**src/rtl/core_mem_arbiter_pkg.sv**
```systemverilog
// Shared definitions for the core memory arbiter: FSM state encoding and
// fixed requester indices.
package WivDefines;

  typedef enum logic {
    ARB_IDLE = 1'b0,
    ARB_BUSY = 1'b1
  } mem_arb_state_t;

  localparam int MEM_ARB_REQ_ICACHE = 0;
  localparam int MEM_ARB_REQ_DCACHE = 1;
  localparam int MEM_ARB_REQ_DEBUG  = 2;

endpackage

```
**src/rtl/core_mem_arbiter_rr_picker.sv**
```systemverilog
// Round-robin picker: finds the first set bit of the eligible mask, starting
// one position above rr_ptr and wrapping modulo N_REQ. Purely combinational.
module core_rr_picker #(
  parameter int N_REQ = 3,
  parameter int IDX_W = (N_REQ > 1) ? $clog2(N_REQ) : 1
) (
  input  logic [N_REQ-1:0] elig_i,
  input  logic [IDX_W-1:0] rr_ptr_i,
  output logic             valid_o,
  output logic [IDX_W-1:0] idx_o
);

  // Walk offsets from farthest to nearest so the nearest eligible one wins.
  always_comb begin
    valid_o = 1'b0;
    idx_o   = '0;
    for (int off = N_REQ; off >= 1; off--) begin
      int k;
      k = (int'(rr_ptr_i) + off) % N_REQ;
      if (elig_i[k]) begin
        valid_o = 1'b1;
        idx_o   = IDX_W'(k);
      end
    end
  end

endmodule

```
**src/rtl/core_mem_arbiter.sv**
```systemverilog
// Core memory arbiter: shares one external memory port between icache refill,
// dcache/LSU and the debug module. Round-robin grant, one outstanding
// transaction, grant held until memory acknowledges.
// Optional feature: define MEM_ARB_TIMEOUT_EN to enable a BUSY watchdog that
// completes a stuck transaction with o_err after TIMEOUT_CYC cycles.
module core_mem_arbiter
  import WivDefines::*;
#(
  parameter int N_REQ       = 3,
  parameter int ADDR_W      = 64,
  parameter int DATA_W      = 64,
  parameter int TIMEOUT_CYC = 255
) (
  input  logic                      i_clk,
  input  logic                      i_reset,
  input  logic [N_REQ-1:0]          i_req,
  input  logic [N_REQ-1:0]          i_we,
  input  logic [N_REQ*ADDR_W-1:0]   i_addr,
  input  logic [N_REQ*DATA_W-1:0]   i_wdata,
  input  logic [N_REQ*DATA_W/8-1:0] i_strb,
  input  logic                      i_halted,
  output logic [N_REQ-1:0]          o_ack,
  output logic [N_REQ-1:0]          o_err,
  output logic [DATA_W-1:0]         o_rdata,
  output logic                      o_mem_req,
  output logic                      o_mem_we,
  output logic [ADDR_W-1:0]         o_mem_addr,
  output logic [DATA_W-1:0]         o_mem_wdata,
  output logic [DATA_W/8-1:0]       o_mem_strb,
  input  logic                      i_mem_ack,
  input  logic [DATA_W-1:0]         i_mem_rdata,
  output logic [N_REQ-1:0]          o_grant
);

  localparam int IDX_W  = (N_REQ > 1) ? $clog2(N_REQ) : 1;
  localparam int STRB_W = DATA_W / 8;
  localparam logic [N_REQ-1:0] DEBUG_MASK = N_REQ'(1) << (N_REQ - 1);

  mem_arb_state_t      state_q;
  logic [IDX_W-1:0]    rr_ptr_q;
  logic [N_REQ-1:0]    grant_q;
  logic                mem_req_q;
  logic                mem_we_q;
  logic [ADDR_W-1:0]   mem_addr_q;
  logic [DATA_W-1:0]   mem_wdata_q;
  logic [STRB_W-1:0]   mem_strb_q;
  logic [N_REQ-1:0]    ack_q;
  logic [DATA_W-1:0]   rdata_q;

  logic [N_REQ-1:0]    elig;
  logic                pick_valid;
  logic [IDX_W-1:0]    pick_idx;

  // While halted only the debug requester (highest index) may be granted.
  always_comb begin
    elig = i_req;
    if (i_halted) elig = i_req & DEBUG_MASK;
  end

  core_rr_picker #(
    .N_REQ (N_REQ),
    .IDX_W (IDX_W)
  ) u_picker (
    .elig_i   (elig),
    .rr_ptr_i (rr_ptr_q),
    .valid_o  (pick_valid),
    .idx_o    (pick_idx)
  );

`ifdef MEM_ARB_TIMEOUT_EN
  localparam int CNT_W = 16;
  logic [CNT_W-1:0] cnt_q;
  logic [N_REQ-1:0] err_q;
  logic             timeout;

  // Fires in the last allowed BUSY cycle, so completion lands after exactly
  // TIMEOUT_CYC busy cycles.
  assign timeout = (cnt_q == CNT_W'(TIMEOUT_CYC - 1));
`endif

  // Arbitration FSM with all outputs registered; ack/err are one-cycle pulses.
  always_ff @(posedge i_clk or posedge i_reset) begin
    if (i_reset) begin
      state_q     <= ARB_IDLE;
      rr_ptr_q    <= IDX_W'(N_REQ - 1);
      grant_q     <= '0;
      mem_req_q   <= 1'b0;
      mem_we_q    <= 1'b0;
      mem_addr_q  <= '0;
      mem_wdata_q <= '0;
      mem_strb_q  <= '0;
      ack_q       <= '0;
      rdata_q     <= '0;
`ifdef MEM_ARB_TIMEOUT_EN
      cnt_q       <= '0;
      err_q       <= '0;
`endif
    end else begin
      ack_q <= '0;
`ifdef MEM_ARB_TIMEOUT_EN
      err_q <= '0;
`endif
      case (state_q)
        ARB_IDLE: begin
          // A stray memory ack here is ignored.
          if (pick_valid) begin
            mem_we_q    <= i_we[pick_idx];
            mem_addr_q  <= i_addr[pick_idx*ADDR_W +: ADDR_W];
            mem_wdata_q <= i_wdata[pick_idx*DATA_W +: DATA_W];
            mem_strb_q  <= i_strb[pick_idx*STRB_W +: STRB_W];
            mem_req_q   <= 1'b1;
            grant_q     <= N_REQ'(1) << pick_idx;
            rr_ptr_q    <= pick_idx;
            state_q     <= ARB_BUSY;
`ifdef MEM_ARB_TIMEOUT_EN
            cnt_q       <= '0;
`endif
          end
        end
        ARB_BUSY: begin
          if (i_mem_ack) begin
            ack_q     <= grant_q;
            rdata_q   <= i_mem_rdata;
            mem_req_q <= 1'b0;
            grant_q   <= '0;
            state_q   <= ARB_IDLE;
`ifdef MEM_ARB_TIMEOUT_EN
          end else if (timeout) begin
            ack_q     <= grant_q;
            err_q     <= grant_q;
            rdata_q   <= '0;
            mem_req_q <= 1'b0;
            grant_q   <= '0;
            state_q   <= ARB_IDLE;
          end else begin
            cnt_q     <= cnt_q + CNT_W'(1);
`endif
          end
        end
        default: state_q <= ARB_IDLE;
      endcase
    end
  end

`ifdef MEM_ARB_TIMEOUT_EN
  assign o_err = err_q;
`else
  assign o_err = '0;
`endif

  assign o_ack       = ack_q;
  assign o_rdata     = rdata_q;
  assign o_mem_req   = mem_req_q;
  assign o_mem_we    = mem_we_q;
  assign o_mem_addr  = mem_addr_q;
  assign o_mem_wdata = mem_wdata_q;
  assign o_mem_strb  = mem_strb_q;
  assign o_grant     = grant_q;

endmodule

```
**config.mk**
```make
export PLATFORM = sky130hd
export DESIGN_NAME = core_mem_arbiter
export DESIGN_NICKNAME = d
export VERILOG_FILES = /design/src/rtl/core_mem_arbiter_pkg.sv /design/src/rtl/core_mem_arbiter_rr_picker.sv /design/src/rtl/core_mem_arbiter.sv
export SDC_FILE = /design/constraint.sdc
export NUM_CORES = 1
export LEC_CHECK = 0
export BUFFER_PORTS_ARGS = -buffer_cell sky130_fd_sc_hd__buf_2
export CORE_AREA = 2 2 269 271
export CTS_BUF_LIST = sky130_fd_sc_hd__clkbuf_2 sky130_fd_sc_hd__clkbuf_4 sky130_fd_sc_hd__clkbuf_8
export CTS_CLUSTER_SIZE = 25
export DETAILED_ROUTE_END_ITERATION = 7
export DIE_AREA = 0 0 271 273
export PLACE_DENSITY = 0.33
export SETUP_SLACK_MARGIN = 0.05
export SLEW_MARGIN = 5
export SYNTH_ARGS = -nofsm -noshare
export SYNTH_HDL_FRONTEND = slang
export SYNTH_HIERARCHICAL = 1
export SYNTH_SLANG_ARGS = --single-unit
```
**constraint.sdc**
```tcl
create_clock -name i_clk -period 10.75 [get_ports i_clk]
set_input_delay 2.15 -clock i_clk [delete_from_list [all_inputs] [get_ports i_clk]]
set_output_delay 2.15 -clock i_clk [all_outputs]
set_load 0.05 [all_outputs]
```
# Yosys cells after proc, flatten, opt, wreduce, memory -nomap -nowiden
# Index checks and enable logic that the tools add are counted.
# totals
ff_bits,211
latch_bits,0
ramBits,0
romBits,0
inputBits,482
out_inout_bits,211
elab_cells,59
memories,0
# classes
add_sub_neg,3
multipliers,0
div,3
order_cmp,4
eq_ne,2
shifts,4
muxes,29
bitwise,1
reduce_logical,3
# op_table
operator,count
$shiftx 192x9->64,2
$lt 32x4->1 const B,3
$mod 32x3->32 const B,3
$shiftx 24x6->8,1
$mux 1,14
$mux 3,4
$bmux 1 s2,4
$mux 2,4
$add 2x2->3 const B,2
$pmux 3 s2,1
$reduce_and 2->1,3
$ne 2x2->1 const B,2
$pmux 1 s2,2
$add 2x1->3 const B,1
$lt 2x3->1 const B,1
$shl 1x2->3 const A,1
$not 1->1,1

# Depth between registers and ports, before layout
# Gate-level depths: netlist (run 1).
# depth
word_depth,11
ltp_mapped,13
ltp_nobuf,9

# Hierarchy
# The synthesis (run 1) kept the hierarchy.
# modules_own_cells
module,n_inst,cells_per_inst,area_per_inst_um2,seq_area_each_um2
core_mem_arbiter,1,1076,10771.6,5281.3
core_rr_picker,1,36,245.2,0.0

# Worst setup path before layout (run 1)
# Ideal clock, no wire load.
# synth_timing
path_type,input-to-reg
from,input port i_req[0]
to,"register mem_addr_q[0], in the netlist o_mem_addr[0]"
setup_ps,77
t_arrival_ps,3655
required_time_ps,10673
setup_slack_ps,7018
path_stages,11
path_buffers,3
cell_sequence,nor2b_1 -> nand2b_1 -> a21boi_1 -> o22ai_1 -> o22ai_1 -> buf_4 -> buf_8 -> buf_6 -> mux2i_1 -> or2_0 -> a21oi_1
# synth_via
elab_chain_len,8
word_cells_on_any_way,18
classes_between,1 x shift; 16 x mux; 1 x reduce/logical
# synth_lines
element,line,rtl
"start, declared",core_mem_arbiter.sv:16,"input logic [N_REQ-1:0] i_req,"
$mux 2 *,core_mem_arbiter.sv:57,if (i_halted) elig = i_req & DEBUG_MASK;
$bmux 1 s2,core_mem_arbiter_rr_picker.sv:20,if (elig_i[k]) begin
$mux 1 (not written as such) (2 in series),core_mem_arbiter_rr_picker.sv:20,
$mux 2 (2 in series),core_mem_arbiter_rr_picker.sv:20,
$mux 2 *,core_mem_arbiter_rr_picker.sv:20,
net pick_idx[1],core_mem_arbiter.sv:52,logic [IDX_W-1:0] pick_idx;
$shiftx 192x9->64 *,core_mem_arbiter.sv:108,mem_addr_q <= i_addr[pick_idx*ADDR_W +: ADDR_W];
"end signal, assigned",core_mem_arbiter.sv:108,
"end, declared",core_mem_arbiter.sv:44,logic [ADDR_W-1:0] mem_addr_q;
# The timed path passes the listed nets; every way through them passes the cells marked *. The select of a mux whose other input is x is not followed.
# A chain may end at the register's enable or synchronous reset.

# Final worst setup path (run 1)
# layout_timing
from,input port i_req[0]
to,"register mem_wdata_q[58], in the netlist o_mem_wdata[58]"
# layout_via
elab_chain_len,8
word_cells_on_any_way,18
classes_between,1 x shift; 16 x mux; 1 x reduce/logical
# layout_lines
element,line,rtl
$mux 2 *,core_mem_arbiter.sv:57,
net elig[0],core_mem_arbiter.sv:50,logic [N_REQ-1:0] elig;
$bmux 1 s2,core_mem_arbiter_rr_picker.sv:20,
$mux 1 (not written as such) (2 in series),core_mem_arbiter_rr_picker.sv:20,
$mux 2 (2 in series),core_mem_arbiter_rr_picker.sv:20,
$mux 2 *,core_mem_arbiter_rr_picker.sv:20,
net pick_idx[1],core_mem_arbiter.sv:52,
$shiftx 192x9->64 *,core_mem_arbiter.sv:109,mem_wdata_q <= i_wdata[pick_idx*DATA_W +: DATA_W];
"end signal, assigned",core_mem_arbiter.sv:109,
"end, declared",core_mem_arbiter.sv:45,logic [DATA_W-1:0] mem_wdata_q;
# Marked as above.

==> results.sh, run 1 <==
export IMPL_area_growth_pct=46.8
export IMPL_grt_max_degree=91
export IMPL_cpPeakStageDelay_ns=0.86
export IMPL_via_count=10900
export IMPL_coreArea_um2=71000
export IMPL_drc=0
export IMPL_layout_commonest_cell="buf_2"
export IMPL_post_dp_hpwl_um=37800
export IMPL_holdWs_ns=0.483
export IMPL_cts_root_buf="clkbuf_8"
export IMPL_syn_cell_area_um2=11000
export IMPL_yosysWarnings=6
export IMPL_async_reset_ff_share_pct=100
export IMPL_power_density_cell_area_nw_per_um2=389
export IMPL_setup_viol=0
export IMPL_placed_cell_area_um2=15300
export IMPL_hold_viol=0
export IMPL_crit_required_ns=11.27
export IMPL_finalMaxSlewViolations=0
export IMPL_crit_fanout=88
export IMPL_clkLatencyLatePin_ns=0.60
export IMPL_rsz0062_at_grt="no"
export IMPL_drive_gt1_share_pct=49.0
export IMPL_fin_nets=2258
export IMPL_numCtsBuffers=45
export IMPL_numPortBuffers=689
export IMPL_cts_tree="built"
export IMPL_avgSynthCellArea_um2=9.91
export IMPL_hold_path_class="reg -> reg"
export IMPL_initialDrtViolationCount=429
export IMPL_clk_path_buf_depth=3
export IMPL_r2r_slack_ns=6.78
export IMPL_nFillCells=7893
export IMPL_mostFrequentLayoutCells="buf_2 (689), a21oi_1 (277), dfrtp_1 (210)"
export IMPL_drt_total_wl_um=51700
export IMPL_p_leak_nw=7.66
export IMPL_tightest_slew_ns=1.05
export IMPL_relSlewSlack_pct=30.2
export IMPL_start_util_pct=15.5
export IMPL_maxCapViolations=0
export IMPL_ys_ff_latch=211
export IMPL_tns_ns=0
export IMPL_status="completed"
export IMPL_synth_cells=1112
export IMPL_worstSetupStartpointType="input port"
export IMPL_worstPathArrival_ns=5.34
export IMPL_path_cells="buf_2 -> nor2b_1 -> nand2b_1 -> a21boi_1 -> o22ai_1 -> o22ai_4 -> buf_12 -> buf_4 -> mux2i_1 -> or2_0 -> a21oi_1"
export IMPL_overflow=0
export IMPL_ctsResizeCount=0
export IMPL_cts_sinks=211
export IMPL_ys_seq_area_share_pct=47.9
export IMPL_regArea_um2=5280
export IMPL_fin_area_um2=16200
export IMPL_critPathKind="in -> reg"
export IMPL_grt_pass1_vias=11200
export IMPL_cts_setup_buffers=0
export IMPL_die_h_um=273
export IMPL_fin_crit_sh_pct=44.8
export IMPL_antenna_found_initial=11
export IMPL_path_depth=11
export IMPL_end_kind="register"
export IMPL_r2r_cells=11
export IMPL_ctsHtreeMaxLevel=2
export IMPL_multi_input_area_um2=5240
export IMPL_fin_skew_ns=0.0328
export IMPL_hold_path_cell_count=2
export IMPL_cp_slowest_cell="buf_4"
export IMPL_ir_drop_mv=0.156
export IMPL_power_mw=6.29
export IMPL_die_area_um2=74000
export IMPL_crit_buf_inv=3
export IMPL_antenna_left=0
export IMPL_path_delay_family="buffers and inverters"
export IMPL_row_count=98
export IMPL_fp_dieW_um=271
export IMPL_grt_pass1_wl_um=74100
export IMPL_post_drt_wl_per_cell_um=18.8
export IMPL_synth_edf_count=0
export IMPL_post_route_min_period_ns=4.82
export IMPL_ios=693
export IMPL_clk_pin_slew_worst_paths_ns=0.05
export IMPL_ys_flop_type="dfrtp_1"
export IMPL_place_congestion=0.877
export IMPL_grt_use_total_pct=13.3
export IMPL_max_freq_ghz=0.208
export IMPL_postLayoutCoreUtil_pct=22.8
export IMPL_viasPerCell=3.95
export IMPL_cts_hold_buffers=0
export IMPL_ys_types=34
export IMPL_dr_pass1_iters=4
-- cell families (layout without fill, tap and decap cells) --
| family | after synthesis | in the layout | share of synthesized area [%] |
|---|---|---|---|
| AND/OR/NAND/NOR | 301 | 301 | 13.7 |
| AO/OA/AOI/OAI | 294 | 294 | 13.6 |
| flip-flops | 211 | 211 | 47.9 |
| multiplexers | 203 | 203 | 19.2 |
| buffers and inverters | 98 | 779 | 5.09 |
| adder cells (fa/ha/maj) | 4 | 4 | 0.454 |
| other | 1 | 11 | 0.0340 |
-- routing by layer --
layer,GRT usage (%),part of all wire [%],up-vias
met2,23.8,52,379
met4,4.81,2.8,8
met1,15.1,39,5263
li1,-,-,5131
met5,0,0.10,-
met3,3.36,6.3,86
-- sequential cells by signal, summed over array words and instances, names as in the netlist --
name	cells
o_ack	3
o_grant	3
o_mem_addr	64
o_mem_req	1
o_mem_strb	8
o_mem_wdata	64
o_mem_we	1
o_rdata	64
rr_ptr_q	2
state_q	1
-- report_power, final --
| part | internal, mW | switching, mW | leakage [nW] |
|---|---|---|---|
| combinational | 1.12 | 2.87 | 4.80 |
| clock | 0.490 | 0.382 | 0.457 |
| sequential | 1.22 | 0.212 | 2.41 |
-- worst register-to-register path, cell delays in order, from the launching register on --
cell,delay (ns)
dfrtp_1,0.39
inv_1,0.08
ha_1,0.45
nand2b_1,0.16
a21boi_1,0.16
o22ai_1,0.12
o22ai_4,0.23
buf_12,0.50
buf_4,1.00
mux2i_1,0.42
or2_0,0.28
a21oi_1,0.12
-- metrics by stage --
stage	worst slack, ns	cells
after CTS	6.05	2745
after detailed placement	5.34	2675
after global placement	5.39	2675
after global routing	5.80	2751
after floorplan	2.84	1114
final	5.93	2753
-- synthesized netlist by cell type (5+ instances only) --
master / number / area (µm²)
a21oi_1: 277 / 1390
dfrtp_1: 210 / 5260
mux2i_1: 139 / 1390
nor2_1: 137 / 514
or2_0: 100 / 626
mux2_2: 64 / 721
or2_2: 36 / 225
buf_2: 33 / 165
clkbuf_1: 26 / 97.6
buf_4: 13 / 97.6
buf_6: 12 / 135
nand2_1: 11 / 41.3
inv_1: 7 / 26.3
buf_1: 5 / 18.8
nand2b_1: 5 / 31.3
nor2b_1: 5 / 31.3
o21ai_0: 5 / 25.0
-- area by class of cell --
cell class	count	share of cell area, %
Sequential cell	211	32.7
Multi-Input combinational cell	805	32.4
Timing Repair Buffer	702	22.0
Tap cell	950	7.35
Clock buffer	69	5.21
Inverter	7	0.209
Antenna cell	8	0.124
Clock inverter	1	0.0542
-- final timing paths --
path | to | startpoint
max reg2reg | o_mem_wdata[58] | rr_ptr_q[0]
max | o_mem_wdata[58] | i_req[0]
min reg2reg | rr_ptr_q[1] | rr_ptr_q[1]
min | rr_ptr_q[1] | rr_ptr_q[1]
max in group asynchronous | o_rdata[46] | i_reset
min in group asynchronous | o_mem_addr[47] | i_reset
No activity file was read; power rests on OpenSTA's default activity.
==> run 2: changes to the inputs <==
--- a/config.mk
+++ b/config.mk
@@ -6,11 +6,11 @@
 export NUM_CORES = 1
 export LEC_CHECK = 0
 export BUFFER_PORTS_ARGS = -buffer_cell sky130_fd_sc_hd__buf_2
-export CORE_AREA = 2 2 269 271
+export CORE_AREA = 2 2 270 272
 export CTS_BUF_LIST = sky130_fd_sc_hd__clkbuf_2 sky130_fd_sc_hd__clkbuf_4 sky130_fd_sc_hd__clkbuf_8
 export CTS_CLUSTER_SIZE = 25
 export DETAILED_ROUTE_END_ITERATION = 7
-export DIE_AREA = 0 0 271 273
+export DIE_AREA = 0 0 272 274
 export PLACE_DENSITY = 0.33
 export SETUP_SLACK_MARGIN = 0.05
 export SLEW_MARGIN = 5
==> constraint.sdc (replaced) <==
create_clock -name i_clk -period 4.9 [get_ports i_clk]
set_input_delay 0.98 -clock i_clk [delete_from_list [all_inputs] [get_ports i_clk]]
set_output_delay 0.98 -clock i_clk [all_outputs]
set_load 0.05 [all_outputs]
==> results.sh, run 2 (synthesized netlist as in run 1, its figures left out) <==
export IMPL_place_congestion=0.781
export IMPL_end_kind="register"
export IMPL_clk_path_buf_depth=3
export IMPL_p_leak_nw=7.78
export IMPL_cts_root_buf="clkbuf_8"
export IMPL_drive_gt1_share_pct=49.4
export IMPL_grt_use_total_pct=13.0
export IMPL_crit_required_ns=5.36
export IMPL_initialDrtViolationCount=434
export IMPL_grt_max_degree=120
export IMPL_post_drt_wl_per_cell_um=18.4
export IMPL_fin_area_um2=16500
export IMPL_placed_cell_area_um2=15400
export IMPL_cts_setup_buffers=0
export IMPL_post_route_min_period_ns=3.01
export IMPL_cp_slowest_cell="ha_1"
export IMPL_tns_ns=0
export IMPL_antenna_left=0
export IMPL_numPortBuffers=689
export IMPL_maxCapViolations=0
export IMPL_min_delay_start="rr_ptr_q[1]"
export IMPL_status="completed"
export IMPL_hold_viol=0
export IMPL_numCtsBuffers=45
export IMPL_fin_crit_sh_pct=61.3
export IMPL_rr_startpoint="rr_ptr_q[0]"
export IMPL_relSlewSlack_pct=39.8
export IMPL_setup_viol=0
export IMPL_hold_end="rr_ptr_q[1]"
export IMPL_holdWs_ns=0.488
export IMPL_cts_sinks=211
export IMPL_worstPathArrival_ns=3.47
export IMPL_viasPerCell=3.91
export IMPL_max_freq_ghz=0.333
export IMPL_finalMaxSlewViolations=0
export IMPL_path_cells="inv_1 -> ha_1 -> nand2b_1 -> a21boi_1 -> o22ai_1 -> o22ai_4 -> buf_12 -> mux2i_1 -> or2_0 -> a21oi_1"
export IMPL_post_dp_hpwl_um=38000
export IMPL_mostFrequentLayoutCells="buf_2 (689), a21oi_1 (277), dfrtp_1 (210)"
export IMPL_start_util_pct=15.3
export IMPL_rsz0062_at_grt="no"
export IMPL_hold_path_class="reg -> reg"
export IMPL_overflow=0
export IMPL_antenna_found_initial=12
export IMPL_via_count=10800
export IMPL_crit_fanout=92
export IMPL_r2r_cells=10
export IMPL_r2r_end="o_mem_wdata[57]"
export IMPL_worstSetupStartpointType="register"
export IMPL_layout_commonest_cell="buf_2"
export IMPL_grt_pass1_wl_um=73800
export IMPL_ir_drop_mv=0.508
export IMPL_ctsResizeCount=0
export IMPL_fp_dieW_um=272
export IMPL_critPathKind="reg -> reg"
export IMPL_critPathLaunch="rr_ptr_q[0]"
export IMPL_postLayoutCoreUtil_pct=22.9
export IMPL_cts_tree="built"
export IMPL_power_density_cell_area_nw_per_um2=856
export IMPL_clk_pin_slew_worst_paths_ns=0.06
export IMPL_die_area_um2=74500
export IMPL_ctsHtreeMaxLevel=2
export IMPL_fin_nets=2259
export IMPL_row_count=99
export IMPL_area_growth_pct=49.4
export IMPL_dr_pass1_iters=6
export IMPL_r2r_slack_ns=1.89
export IMPL_drc=0
export IMPL_clkLatencyLatePin_ns=0.59
export IMPL_fin_skew_ns=0.0138
export IMPL_cts_hold_buffers=0
export IMPL_drt_total_wl_um=51000
export IMPL_die_h_um=274
export IMPL_tightest_slew_ns=0.903
export IMPL_cpPeakStageDelay_ns=0.44
export IMPL_ios=693
export IMPL_coreArea_um2=72000
export IMPL_hold_path_cell_count=2
export IMPL_grt_pass1_vias=11400
## run 2: cell types whose count changed in the layout (fill, tap and decap cells not counted)
| cell | before | now |
|---|---|---|
| clkbuf_8 | 52 | 60 |
| clkinvlp_4 | 0 | 2 |
| clkbuf_4 | 17 | 14 |
| buf_4 | 12 | 4 |
| inv_8 | 1 | 0 |
| clkinv_2 | 0 | 4 |
| buf_12 | 1 | 10 |
| inv_6 | 1 | 0 |
| bufinv_16 | 0 | 2 |
| diode_2 | 8 | 5 |
## run 2: area by class of cell
type	count	area [µm²]
Sequential cell	211	5280
Tap cell	959	1200
Clock buffer	74	931
Fill cell	8053	55500
Clock inverter	7	87.6
Antenna cell	5	12.5
Inverter	7	30.0
Multi-Input combinational cell	805	5240
Timing Repair Buffer	703	3680
## run 2: stage by stage
stage / instances / total power [mW] / setup WS, ns
5_1_grt: 2770 / 15.1 / 1.67
3_5_place_dp: 2685 / 12.1 / 1.49
4_1_cts: 2766 / 14.4 / 1.92
6_report: 2771 / 14.1 / 1.89
2_1_floorplan: 1114 / 9.70 / 1.18
3_3_place_gp: 2685 / 12.0 / 1.52
## run 2: layer usage
layer  GRT usage (%)  wire [µm]  up-vias
met3            3.21       3110       89
met1            15.0      20200     5233
met2            23.4      26300      360
li1                -          -     5140
met4            4.24       1260       14
met5               0         88        -
## run 2: worst max-delay path: cells and delay by family (launching register included)
family / cells / cell delay [ns]
fa+ha+maj: 1 / 0.44
compound gates: 4 / 0.63
buf+inv: 2 / 0.50
mux: 1 / 0.26
flops: 1 / 0.41
simple gates: 2 / 0.40
## run 2: worst max-delay path by stage
stage,to
final,o_mem_wdata[57]
after global routing,o_mem_addr[13]
after CTS,o_mem_wdata[57]
after detailed placement,o_mem_addr[17]
after global placement,o_mem_addr[15]
after floorplan,o_ack[0]
## run 2: report_power, final
group          switching, mW  internal (mW)  total [mW]
Combinational           6.26           2.54        8.80
Sequential             0.449           2.67        3.12
Clock                  0.877           1.30        2.18
Total                   7.59           6.50        14.1
